**src/rtl/lognum_pkg.sv**
```systemverilog
// lognum_pkg
// Shared definitions for the log-domain number format used by the
// Mitchell-style approximate multiplier in the systolic-array PE.
//   LOG_I_W   : default operand width (two's complement)
//   LOG_F_W   : default fractional mantissa width
//   LOG_O_W   : characteristic width derived from LOG_I_W
//   log_num_t : {sign, zero, chr, frac} bundle at the default widths.
//               Blocks that are built with other widths declare a struct
//               with the same field order sized by their own parameters.
// The field is called "chr" because "char" is a SystemVerilog keyword.
package lognum_pkg;

    localparam int LOG_I_W = 16;
    localparam int LOG_F_W = 8;
    localparam int LOG_O_W = $clog2(LOG_I_W);

    typedef struct packed {
        logic               sign;
        logic               zero;
        logic [LOG_O_W-1:0] chr;
        logic [LOG_F_W-1:0] frac;
    } log_num_t;

endpackage

```
**src/rtl/lopd.sv**
```systemverilog
// lopd
// Leading-one position detector. Returns the index of the most significant
// set bit of d; an all-zero input returns 0 (callers flag zero separately).
// Parameters:
//   I_W : input width
// Ports:
//   d   : input  [I_W-1:0]      value to scan
//   pos : output [O_W-1:0]      index of the leading one
module lopd #(
    parameter  int I_W = 16,
    localparam int O_W = $clog2(I_W)
) (
    input  logic [I_W-1:0] d,
    output logic [O_W-1:0] pos
);

    // Scan from LSB upward so the highest set bit is the last one written.
    always_comb begin
        pos = '0;
        for (int i = 0; i < I_W; i++) begin
            if (d[i]) begin
                pos = O_W'(i);
            end
        end
    end

endmodule

```
**src/rtl/log_encoder_pipe.sv**
```systemverilog
// log_encoder_pipe
// Two-stage valid/ready pipeline that converts a two's-complement operand
// into the log-domain bundle {sign, zero, characteristic, fraction} consumed
// by the log-domain adder.
//   S1 : registers sign, zero flag and magnitude |i_d|.
//   S2 : leading-one detect (lopd), normalising shift, fraction extract.
// Optional build macro:
//   LOGENC_ROUND_EN : round the fraction to nearest (ties up) using the bit
//                     just below it; a carry out bumps the characteristic.
//                     Undefined: the fraction is truncated.
// Parameters:
//   I_W : operand width (>= 4), F_W : fraction width (>= 1)
// Ports:
//   i_clk, i_rstn      : clock (rising edge), async active-low reset
//   i_d, i_valid       : operand and its valid
//   o_ready            : operand accepted this cycle when i_valid is high
//   o_valid, i_ready   : output bundle valid / downstream accepts it
//   o_sign, o_zero     : operand negative / operand exactly zero
//   o_char             : leading-one position of |i_d|
//   o_frac             : bits below the leading one, MSB-aligned
module log_encoder_pipe
    import lognum_pkg::*;
#(
    parameter  int I_W = LOG_I_W,
    parameter  int F_W = LOG_F_W,
    localparam int O_W = $clog2(I_W)
) (
    input  logic           i_clk,
    input  logic           i_rstn,
    input  logic [I_W-1:0] i_d,
    input  logic           i_valid,
    output logic           o_ready,
    output logic           o_valid,
    input  logic           i_ready,
    output logic           o_sign,
    output logic           o_zero,
    output logic [O_W-1:0] o_char,
    output logic [F_W-1:0] o_frac
);

    // Same layout as lognum_pkg::log_num_t, sized for this instance.
    typedef struct packed {
        logic           sign;
        logic           zero;
        logic [O_W-1:0] chr;
        logic [F_W-1:0] frac;
    } log_num_p_t;

    // The normaliser output is padded below with F_W+1 zeros so both the
    // fraction and the rounding bit exist even when F_W > I_W-1.
    localparam int EXT_W = I_W + F_W + 1;

    logic             s1_valid;
    logic             s1_sign;
    logic             s1_zero;
    logic [I_W-1:0]   s1_mag;
    logic             s2_valid;
    log_num_p_t       s2_q;
    log_num_p_t       s2_d;
    logic             s1_load;
    logic             s2_load;
    logic [I_W-1:0]   in_mag;
    logic [O_W-1:0]   lead;
    logic [O_W-1:0]   shamt;
    logic [I_W-1:0]   norm;
    logic [EXT_W-1:0] ext;
`ifdef LOGENC_ROUND_EN
    logic [F_W:0]     frac_rnd;
    logic [F_W:0]     frac_sum;
`endif

    // Each stage advances when it is empty or its successor is advancing,
    // so a full pipeline still moves one item per cycle.
    assign s2_load = !s2_valid || i_ready;
    assign s1_load = !s1_valid || s2_load;
    assign o_ready = s1_load;

    // Unsigned magnitude; the most negative value maps onto 2^(I_W-1).
    assign in_mag = i_d[I_W-1] ? (~i_d + I_W'(1)) : i_d;

    lopd #(
        .I_W (I_W)
    ) u_lopd (
        .d   (s1_mag),
        .pos (lead)
    );

    // Stage 2 datapath: shift the leading one to the MSB and take the bits
    // under it. A zero magnitude yields lead=0, norm=0 and hence frac=0.
    always_comb begin
        s2_d  = '0;
        shamt = O_W'(I_W - 1) - lead;
        norm  = s1_mag << shamt;
        ext   = {norm, {(F_W + 1){1'b0}}};
`ifdef LOGENC_ROUND_EN
        frac_rnd  = (F_W + 1)'(ext >> (EXT_W - 2 - F_W));
        frac_sum  = {1'b0, frac_rnd[F_W:1]} + {{F_W{1'b0}}, frac_rnd[0]};
        s2_d.frac = frac_sum[F_W-1:0];
        s2_d.chr  = frac_sum[F_W] ? (lead + O_W'(1)) : lead;
`else
        s2_d.frac = F_W'(ext >> (EXT_W - 1 - F_W));
        s2_d.chr  = lead;
`endif
        s2_d.sign = s1_sign & ~s1_zero;
        s2_d.zero = s1_zero;
    end

    // Stage 1 register: captures sign, zero flag and magnitude on accept.
    always_ff @(posedge i_clk or negedge i_rstn) begin
        if (!i_rstn) begin
            s1_valid <= 1'b0;
            s1_sign  <= 1'b0;
            s1_zero  <= 1'b0;
            s1_mag   <= '0;
        end else if (s1_load) begin
            s1_valid <= i_valid;
            if (i_valid) begin
                s1_sign <= i_d[I_W-1];
                s1_zero <= (i_d == '0);
                s1_mag  <= in_mag;
            end
        end
    end

    // Stage 2 register: holds the output bundle until downstream takes it.
    always_ff @(posedge i_clk or negedge i_rstn) begin
        if (!i_rstn) begin
            s2_valid <= 1'b0;
            s2_q     <= '0;
        end else if (s2_load) begin
            s2_valid <= s1_valid;
            if (s1_valid) begin
                s2_q <= s2_d;
            end
        end
    end

    assign o_valid = s2_valid;
    assign o_sign  = s2_q.sign;
    assign o_zero  = s2_q.zero;
    assign o_char  = s2_q.chr;
    assign o_frac  = s2_q.frac;

endmodule

```
**config.mk**
```make
export PLATFORM = sky130hd
export DESIGN_NAME = log_encoder_pipe
export DESIGN_NICKNAME = d
export VERILOG_FILES = /design/src/rtl/lognum_pkg.sv /design/src/rtl/lopd.sv /design/src/rtl/log_encoder_pipe.sv
export SDC_FILE = /design/constraint.sdc
export NUM_CORES = 1
export LEC_CHECK = 0
export CAP_MARGIN = 20
export CORE_UTILIZATION = 30
export DETAILED_ROUTE_END_ITERATION = 10
export PLACE_DENSITY = 0.48
export SLEW_MARGIN = 15
export SYNTH_ARGS = -nofsm -noshare
export SYNTH_HDL_FRONTEND = slang
export SYNTH_SLANG_ARGS = --single-unit
```
**constraint.sdc**
```tcl
create_clock -name i_clk -period 5.5 [get_ports i_clk]
set_input_delay 1.1 -clock i_clk [delete_from_list [all_inputs] [get_ports i_clk]]
set_output_delay 1.1 -clock i_clk [all_outputs]
set_load 0.02 [all_outputs]
```
==> flow_metrics.tcl, run 1 <==
set metrics [dict create \
    status "complete, no violations" \
    pin_count 36 \
    grt_pass1_wl_um 10900 \
    synth_nets 317 \
    path_common_cell "clkdlybuf4s50_1" \
    ys_warn_count 0 \
    place_hpwl_um 4730 \
    yosysTopAreaCell "dfrtp_1" \
    cp_max_fo 3 \
    cp.arrival_ns 2.35 \
    rsz0062_at_grt "no" \
    synth_area_um2 2440 \
    synth_top_area_share 0.349 \
    ir_drop_mv 0.0877 \
    p_leak_nw 1.18 \
    clockBufferDepth 2 \
    mostFrequentLayoutCell "nand2_1" \
    grt_usage 0.164 \
    grt_antenna_before_repair 0 \
    internal-power_mw 0.629 \
    htree_levels 2 \
    path_class "in2out" \
    ys_ff_latch 34 \
    cp-end-kind "output pin" \
    cts_resized 0 \
    final_layout_size_suffix_gt1_frac 0.0741 \
    routed_wl_um 6580 \
    setup_violations 0 \
    fin_setup_tns_ns 0 \
    crit_slowest_cell "clkdlybuf4s50_1" \
    power.switching_mw 0.420 \
    worst_slew_pin_slew_ns 1.11 \
    hold_buffers 0 \
    pre_cts_ws_ns 2.05 \
    port_buffers 35 \
    switching_share 0.400 \
    numCtsBuffers 5 \
    finalNetCount 344 \
    grt_overflow 0 \
    cts_setup_buffers 0 \
    synth_cells 296 \
    wire_per_inst_um 15.5 \
    path_clk_slew_ns 0.08 \
    p_clk_frac 0.213 \
    final_cell_mix "nand2_1, clkdlybuf4s50_1, dfrtp_1" \
    viasPerCell 5.37 \
    ys_seq_area_frac 0.349 \
    synth.avg_cell_area_um2 8.25 \
    post-route-drc-count 0 \
    cts_root_buffer "clkbuf_8" \
    drtPass1Iterations 4 \
    critPathBufInv 2 \
    grt_max_degree 36 \
    clock_skew_ns 0.00951 \
    synthFlopType "dfrtp_1" \
    antenna_cells 0 \
    power_frac_seq 0.349 \
    synth-edff-count 0 \
    hold_viol_final 0 \
    fin_ws_ns 2.05 \
    critical-path-top-delay-family "buffers and inverters" \
    cts.sinks 34 \
    cp.required_ns 4.40 \
    dieArea_um2 8500 \
    routabilityCongestion 0.888 \
    worstSkewPairLatency_ns 0.30 \
    start_util 0.313 \
    row_count 32 \
    async_flop_share 1.00 \
    drv_cap 0 \
    slew_headroom 0.259 \
    grt_pass1_vias 2225 \
    worstSetupStartpointType "input port" \
    slowest_delay_ns 0.62 \
    totalPowerFinal_mw 1.05 \
    ys_types 60 \
    clock.fmax_ghz 0.290 \
    powerDensity_nw_per_um2 353 \
    hold_path_class "reg2reg" \
    antenna_left 0 \
    num_vias 2287 \
    yosys-top-cells-area "dfrtp_1, nand2_1, o21ai_0, xor2_1, mux2i_1" \
    maxSlewViolCount 0 \
    cts_tree "yes" \
    design.core.area_um2 7810 \
    initialDrtViolationCount 220 \
    pwr-share-comb 0.438 \
    path_cells "clkdlybuf4s50_1, nand3b_1, clkdlybuf4s50_1" \
    fin_crit_sh 0.627 \
    min_period_ns 3.45 \
    syn2layout_area_growth_pct 21.7 \
    fp.dieH_um 92.2 \
    die_w_um 92.2 \
]
[logic make-up after synthesis]
kind of cell / count (synthesis) / synth area share
compound gates: 84 / 0.245
xor+xnor: 13 / 0.0466
flops: 34 / 0.349
fa+ha+maj: 1 / 0.00512
mux: 12 / 0.0574
simple gates: 127 / 0.252
buf+inv: 25 / 0.0456
[power groups by stage]
stage | combinational, mW | sequential (mW) | clock [mW]
final | 0.459 | 0.366 | 0.224
after global routing | 0.503 | 0.378 | 0.236
after CTS | 0.455 | 0.367 | 0.229
after detailed placement | 0.453 | 0.372 | 0
after global placement | 0.458 | 0.371 | 0
after floorplan | 0.275 | 0.386 | 0
[state kept, by name (all words and copies together), names as in the netlist]
signal and flops:
s1_mag 16, o_frac 8, o_char 4, o_sign 1, o_valid 1, o_zero 1
s1_sign 1, s1_valid 1, s1_zero 1
[per-stage QoR]
step                hold slack [ns]  utilization  instances  cell area (µm²)
finish                        0.471        0.380        426             2970
global placement              0.458        0.364        417             2850
CTS                           0.477        0.379        425             2960
detailed placement            0.459        0.364        417             2850
global route                  0.500        0.380        426             2970
floorplan                     0.452            -        296             2440
[layout make-up]
class,count,area [µm²]
sequential,34,851
multi-input combinational,237,1480
fill,836,4840
timing repair buffer,37,373
tap,102,128
inverter,8,30.0
clock buffer,8,110
[per-layer routing]
layer / vias up / global-route usage / share of wire
li1: 1130 / - / -
met1: 1072 / 0.227 / 0.50
met2: 76 / 0.248 / 0.43
met3: 9 / 0.0348 / 0.049
met4: 0 / 0.0651 / 0.020
met5: - / 0 / 0
[final timing paths]
| check | endpoint | depth (start not counted) | from | slack, ns |
|---|---|---|---|---|
| max in group asynchronous | s1_mag[4] | 2 | i_rstn | 3.98 |
| hold / removal | o_sign | 2 | o_sign | 0.47 |
| setup reg to reg | o_frac[5] | 7 | s1_mag[15] | 2.69 |
| setup / recovery | o_ready | 3 | i_ready | 2.05 |
| min in group asynchronous | o_valid | 2 | i_rstn | 1.21 |
| hold reg to reg | o_sign | 2 | o_sign | 0.47 |
[worst reg2reg max path: stages, from the launching register on]
cell and delay, ns:
dfrtp_1 0.54, inv_2 0.13, a21oi_1 0.45, o211ai_2 0.24, nand2_2 0.30, mux2i_1 0.52, a21oi_1 0.13, or3_1 0.38
[synth_stat cells, drive strengths merged (5+ instances only)]
| library cell | count |
|---|---|
| nor3 | 11 |
| nand2 | 52 |
| nor2 | 23 |
| nor4 | 6 |
| mux2i | 8 |
| xor2 | 11 |
| a21oi | 11 |
| o21ai | 32 |
| dfrtp | 34 |
| nand2b | 11 |
| nand3 | 5 |
| buf | 7 |
| clkbuf | 10 |
| inv | 8 |
No activity file was read; power rests on OpenSTA's default activity.
==> run 2, diff against run 1 <==
--- a/config.mk
+++ b/config.mk
@@ -8,7 +8,7 @@
 export CAP_MARGIN = 20
 export CORE_UTILIZATION = 30
 export DETAILED_ROUTE_END_ITERATION = 10
-export PLACE_DENSITY = 0.48
+export PLACE_DENSITY = 0.5
 export SLEW_MARGIN = 15
 export SYNTH_ARGS = -nofsm -noshare
 export SYNTH_HDL_FRONTEND = slang
==> constraint.sdc (replaced) <==
create_clock -name i_clk -period 2.9 [get_ports i_clk]
set_input_delay 0.58 -clock i_clk [delete_from_list [all_inputs] [get_ports i_clk]]
set_output_delay 0.58 -clock i_clk [all_outputs]
set_load 0.02 [all_outputs]
==> run 2 against run 1 <==
Compared with the run above: sequential cell count unchanged; global-route usage increased by 0.088 points; clock-buffer cell count decreased by 2; core utilization increased by 1.3 points; largest power group unchanged; setup slack got worse by 1.7 ns; hold slack improved by 0.0022 ns.
==> flow_metrics.tcl, run 2 (synthesized netlist as in run 1, its figures left out) <==
set metrics [dict create \
    status "complete, no violations" \
    worstSkewPairLatency_ns 0.29 \
    grt_max_degree 35 \
    hold_buffers 0 \
    syn2layout_area_growth_pct 26.0 \
    reg2reg_from "s1_mag[5]" \
    fin_util 0.394 \
    dieArea_um2 8500 \
    post_dp_cell_area_um2 2980 \
    antenna_left 0 \
    pwr-share-comb 0.463 \
    clock.fmax_ghz 0.390 \
    num_vias 2309 \
    mostFrequentLayoutCell "nand2_1" \
    initialDrtViolationCount 148 \
    maxSlewViolCount 0 \
    slew_headroom 0.533 \
    hp-start "o_sign" \
    die_w_um 92.2 \
    path_clk_slew_ns 0.07 \
    p_clk_frac 0.190 \
    pin_count 36 \
    row_count 32 \
    cts_resized 0 \
    fin_ws_ns 0.339 \
    post-route-drc-count 0 \
    antenna_cells 0 \
    hold_path_class "reg2reg" \
    internal-power_mw 1.18 \
    min_period_ns 2.56 \
    clock_skew_ns 0.00710 \
    fp.dieH_um 92.2 \
    cp.required_ns 3.07 \
    final_layout_size_suffix_gt1_frac 0.120 \
    rsz0062_at_grt "no" \
    grt_pass1_wl_um 11100 \
    cp_max_fo 3 \
    cts.sinks 34 \
    drtPass1Iterations 4 \
    routed_wl_um 6440 \
    cp-end-kind "register" \
    viasPerCell 5.21 \
    cp.arrival_ns 2.73 \
    cts_tree "yes" \
    dp.cells 435 \
    wire_per_inst_um 14.5 \
    path_cells "clkdlybuf4s50_1, or4_1, or2_1, nor4_1, nand2b_1, o41ai_2, xor2_1, o21ai_1" \
    design.core.area_um2 7810 \
    htree_levels 2 \
    routabilityCongestion 0.890 \
    cts_setup_buffers 0 \
    drv_cap 0 \
    power.switching_mw 0.795 \
    worst_slew_pin_slew_ns 0.694 \
    path_class "in2reg" \
    cts_root_buffer "clkbuf_8" \
    powerDensity_nw_per_um2 642 \
    final_cells 443 \
    grt_overflow 0 \
    clockBufferDepth 2 \
    switching_share 0.403 \
    grt_usage 0.165 \
    crit_path_start "i_d[6]" \
    fin_setup_tns_ns 0 \
    pre_cts_ws_ns 0.0142 \
    ir_drop_mv 0.190 \
    grt_antenna_before_repair 0 \
    place_hpwl_um 4950 \
    slowest_delay_ns 0.53 \
    whs_ns 0.473 \
    design_area_um2 3080 \
    largest_register_ffs 16 \
    hold_viol_final 0 \
    p_leak_nw 1.25 \
    finalNetCount 361 \
    numCtsBuffers 5 \
    power_frac_seq 0.347 \
    largest_register "s1_mag" \
    setup_violations 0 \
    final_cell_mix "nand2_1, clkdlybuf4s50_1, dfrtp_1" \
    port_buffers 35 \
    crit_slowest_cell "or4_1" \
    fin_crit_sh 0.883 \
    totalPowerFinal_mw 1.97 \
    start_util 0.313 \
    worstSetupStartpointType "input port" \
    grt_pass1_vias 2219 \
]
run 2: per-layer routing:
| layer | track usage | wire length [µm] | vias up |
|---|---|---|---|
| li1 | - | - | 1163 |
| met1 | 0.230 | 3190 | 1064 |
| met2 | 0.250 | 2820 | 71 |
| met3 | 0.0274 | 302 | 11 |
| met4 | 0.0703 | 131 | 0 |
| met5 | 0 | 0 | - |
run 2: critical path, delay by kind of cell:
| family | cells | cell delay (ns) |
|---|---|---|
| xor+xnor | 1 | 0.18 |
| compound gates | 2 | 0.32 |
| simple gates | 4 | 1.25 |
| buf+inv | 1 | 0.41 |
run 2: cell type report:
type	instances	area, µm²
repair buffers	54	493
flip-flops and latches	34	851
clock inverters	2	12.5
multi-input cells	237	1480
fillers	832	4730
well taps	102	128
inverters	8	30.0
clock buffers	6	82.6
run 2: power by group through the flow:
stage                     Sequential, mW  Combinational (mW)  Clock [mW]
after detailed placement           0.696               0.910           0
after floorplan                    0.733               0.521           0
final                              0.685               0.914       0.375
after CTS                          0.686               0.914       0.392
after global routing               0.706                1.01       0.412
after global placement             0.692               0.915           0
run 2: path summary, 6_finish.rpt:
kind                                   end  cells past startpoint  slack [ns]
min in group asynchronous           o_sign                      2        0.69
worst min-delay path                o_sign                      2        0.47
worst min register to register      o_sign                      2        0.47
worst max-delay path            s1_mag[14]                      8        0.34
max in group asynchronous        o_frac[0]                      2        1.90
worst max register to register   o_frac[5]                      7        0.39
==> run 3, diff against run 2 <==
--- a/config.mk
+++ b/config.mk
@@ -5,10 +5,10 @@
 export SDC_FILE = /design/constraint.sdc
 export NUM_CORES = 1
 export LEC_CHECK = 0
-export CAP_MARGIN = 20
+export CAP_MARGIN = 25
 export CORE_UTILIZATION = 30
 export DETAILED_ROUTE_END_ITERATION = 10
-export PLACE_DENSITY = 0.5
+export PLACE_DENSITY = 0.48
 export SLEW_MARGIN = 15
 export SYNTH_ARGS = -nofsm -noshare
 export SYNTH_HDL_FRONTEND = slang
==> constraint.sdc (replaced) <==
create_clock -name i_clk -period 2.6 [get_ports i_clk]
set_input_delay 0.52 -clock i_clk [delete_from_list [all_inputs] [get_ports i_clk]]
set_output_delay 0.52 -clock i_clk [all_outputs]
set_load 0.02 [all_outputs]
==> run 3 against run 2 <==
Compared with the run above: power up 14%; non-clock buffer count up 10; via count up 1.3%; final cell count up 2.3%; sequential share of layout area down 0.68 points; critical endpoint is now s1_mag[13].
==> flow_metrics.tcl, run 3 (synthesized netlist as in run 1, its figures left out) <==
set metrics [dict create \
    hold_viol_final 0 \
    design.core.area_um2 7810 \
    reg2reg_to "o_frac[5]" \
    ir_drop_mv 0.265 \
    pin_count 36 \
    final_cell_mix "nand2_1, clkdlybuf4s50_1, dfrtp_1" \
    min_to "o_sign" \
    finalNetCount 371 \
    top_layer "met4" \
    fin_ws_ns 0.154 \
    fp.dieH_um 92.2 \
    initialDrtViolationCount 145 \
    antenna_left 0 \
    powerDensity_nw_per_um2 713 \
    pre_cts_ws_ns -0.225 \
    place_hpwl_um 5040 \
    routabilityCongestion 0.865 \
    worstSetupStartpointType "input port" \
    port_buffers 35 \
    cp_max_fo 3 \
    slew_headroom 0.605 \
    cp.required_ns 2.77 \
    post-route-drc-count 0 \
    setup_violations 0 \
    cp-end-kind "register" \
    path_class "in2reg" \
    largest_register_ffs 16 \
    n_fill_cell 822 \
    whs_ns 0.478 \
    rsz0062_at_grt "no" \
    wl_met2_um 2950 \
    cts.sinks 34 \
    routed_wl_um 6580 \
    min_period_ns 2.45 \
    clock_skew_ns 0.00277 \
    ff2ff_path_depth 6 \
    hold_path_class "reg2reg" \
    maxSlewViolCount 0 \
    wl_met1_um 3270 \
    grt_overflow 0 \
    cts_root_buffer "clkbuf_8" \
    num_vias 2338 \
    final_layout_size_suffix_gt1_frac 0.145 \
    mostFrequentLayoutCell "nand2_1" \
    drv_cap 0 \
    wire_per_inst_um 14.5 \
    grt_pass1_vias 2237 \
    cts_tree "yes" \
    worstSkewPairLatency_ns 0.29 \
    p_leak_nw 1.30 \
    fin_crit_sh 0.941 \
    syn2layout_area_growth_pct 29.2 \
    hp-start "o_sign" \
    antenna_cells 0 \
    reg2reg_slack_ns 0.25 \
    largest_register "s1_mag" \
    status "complete, no violations" \
    hold_path_depth 2 \
    start_util 0.313 \
    viasPerCell 5.16 \
    grt_antenna_before_repair 0 \
    grt_usage 0.167 \
    design_area_um2 3150 \
    cp.arrival_ns 2.62 \
    post_dp_cell_area_um2 3060 \
    path_clk_slew_ns 0.07 \
    clockBufferDepth 2 \
    wl_met3_um 246 \
    hold_buffers 0 \
    row_count 32 \
    drtPass1Iterations 4 \
    worst_slew_pin_slew_ns 0.591 \
    die_w_um 92.2 \
    cts_setup_buffers 0 \
    grt_max_degree 35 \
    reg2reg_from "s1_mag[9]" \
    grt_pass1_wl_um 11200 \
    htree_levels 2 \
    fin_setup_tns_ns 0 \
    clock.fmax_ghz 0.409 \
    dieArea_um2 8500 \
    numCtsBuffers 5 \
]
[run 3: metrics by stage]
| step | utilization | std cells | total power, mW |
|---|---|---|---|
| 2_1_floorplan | - | 296 | 1.40 |
| 3_3_place_gp | 0.391 | 445 | 1.84 |
| 3_5_place_dp | 0.391 | 445 | 1.84 |
| 4_1_cts | 0.403 | 453 | 2.27 |
| 5_1_grt | 0.404 | 453 | 2.40 |
| 6_report | 0.404 | 453 | 2.25 |
[run 3: cell type report]
class                      instances  area (µm²)  share of cell area
clock buffer                       7        86.3              0.0274
clock inverter                     1        5.00             0.00159
inverter                           8        30.0             0.00952
multi-input combinational        237        1490               0.471
sequential                        34         851               0.270
tap                              102         128              0.0405
timing repair buffer              64         568               0.180
[run 3: worst max path at each step]
stage / to / slack, ns / depth (start not counted) / start
after floorplan: s1_mag[14] / 0.36 / 7 / i_d[6]
after global placement: s1_mag[14] / -0.16 / 8 / i_d[6]
after detailed placement: s1_mag[14] / -0.23 / 8 / i_d[6]
after CTS: s1_mag[14] / 0.09 / 8 / i_d[6]
after global routing: s1_mag[13] / 0.03 / 8 / i_d[6]
final: s1_mag[13] / 0.15 / 8 / i_d[6]
[run 3: power by group]
group	internal (mW)	total, mW	switching, mW	leakage [nW]
Sequential	0.644	0.761	0.117	0.412
Clock	0.214	0.418	0.204	0.0482
Combinational	0.492	1.07	0.576	0.838
Total	1.35	2.25	0.897	1.30
[run 3: what timing repair did]
action	4_1_cts	5_1_grt
endpoints found under the setup margin	0	2
hold endpoints to repair	0	0
gates resized for setup	0	1
[run 3: layer usage]
metal / GRT usage / vias to the layer above
li1: - / 1181
met5: 0 / -
met3: 0.0282 / 9
met2: 0.267 / 63
met1: 0.232 / 1085
met4: 0.0469 / 0
[run 3: worst max-delay path, stage by stage]
cell and delay (ns):
clkdlybuf4s50_1 0.41, or4_1 0.54, or2_1 0.26, nor3_1 0.26
nand2_1 0.13, o31ai_1 0.25, xor2_1 0.16, o21ai_0 0.08
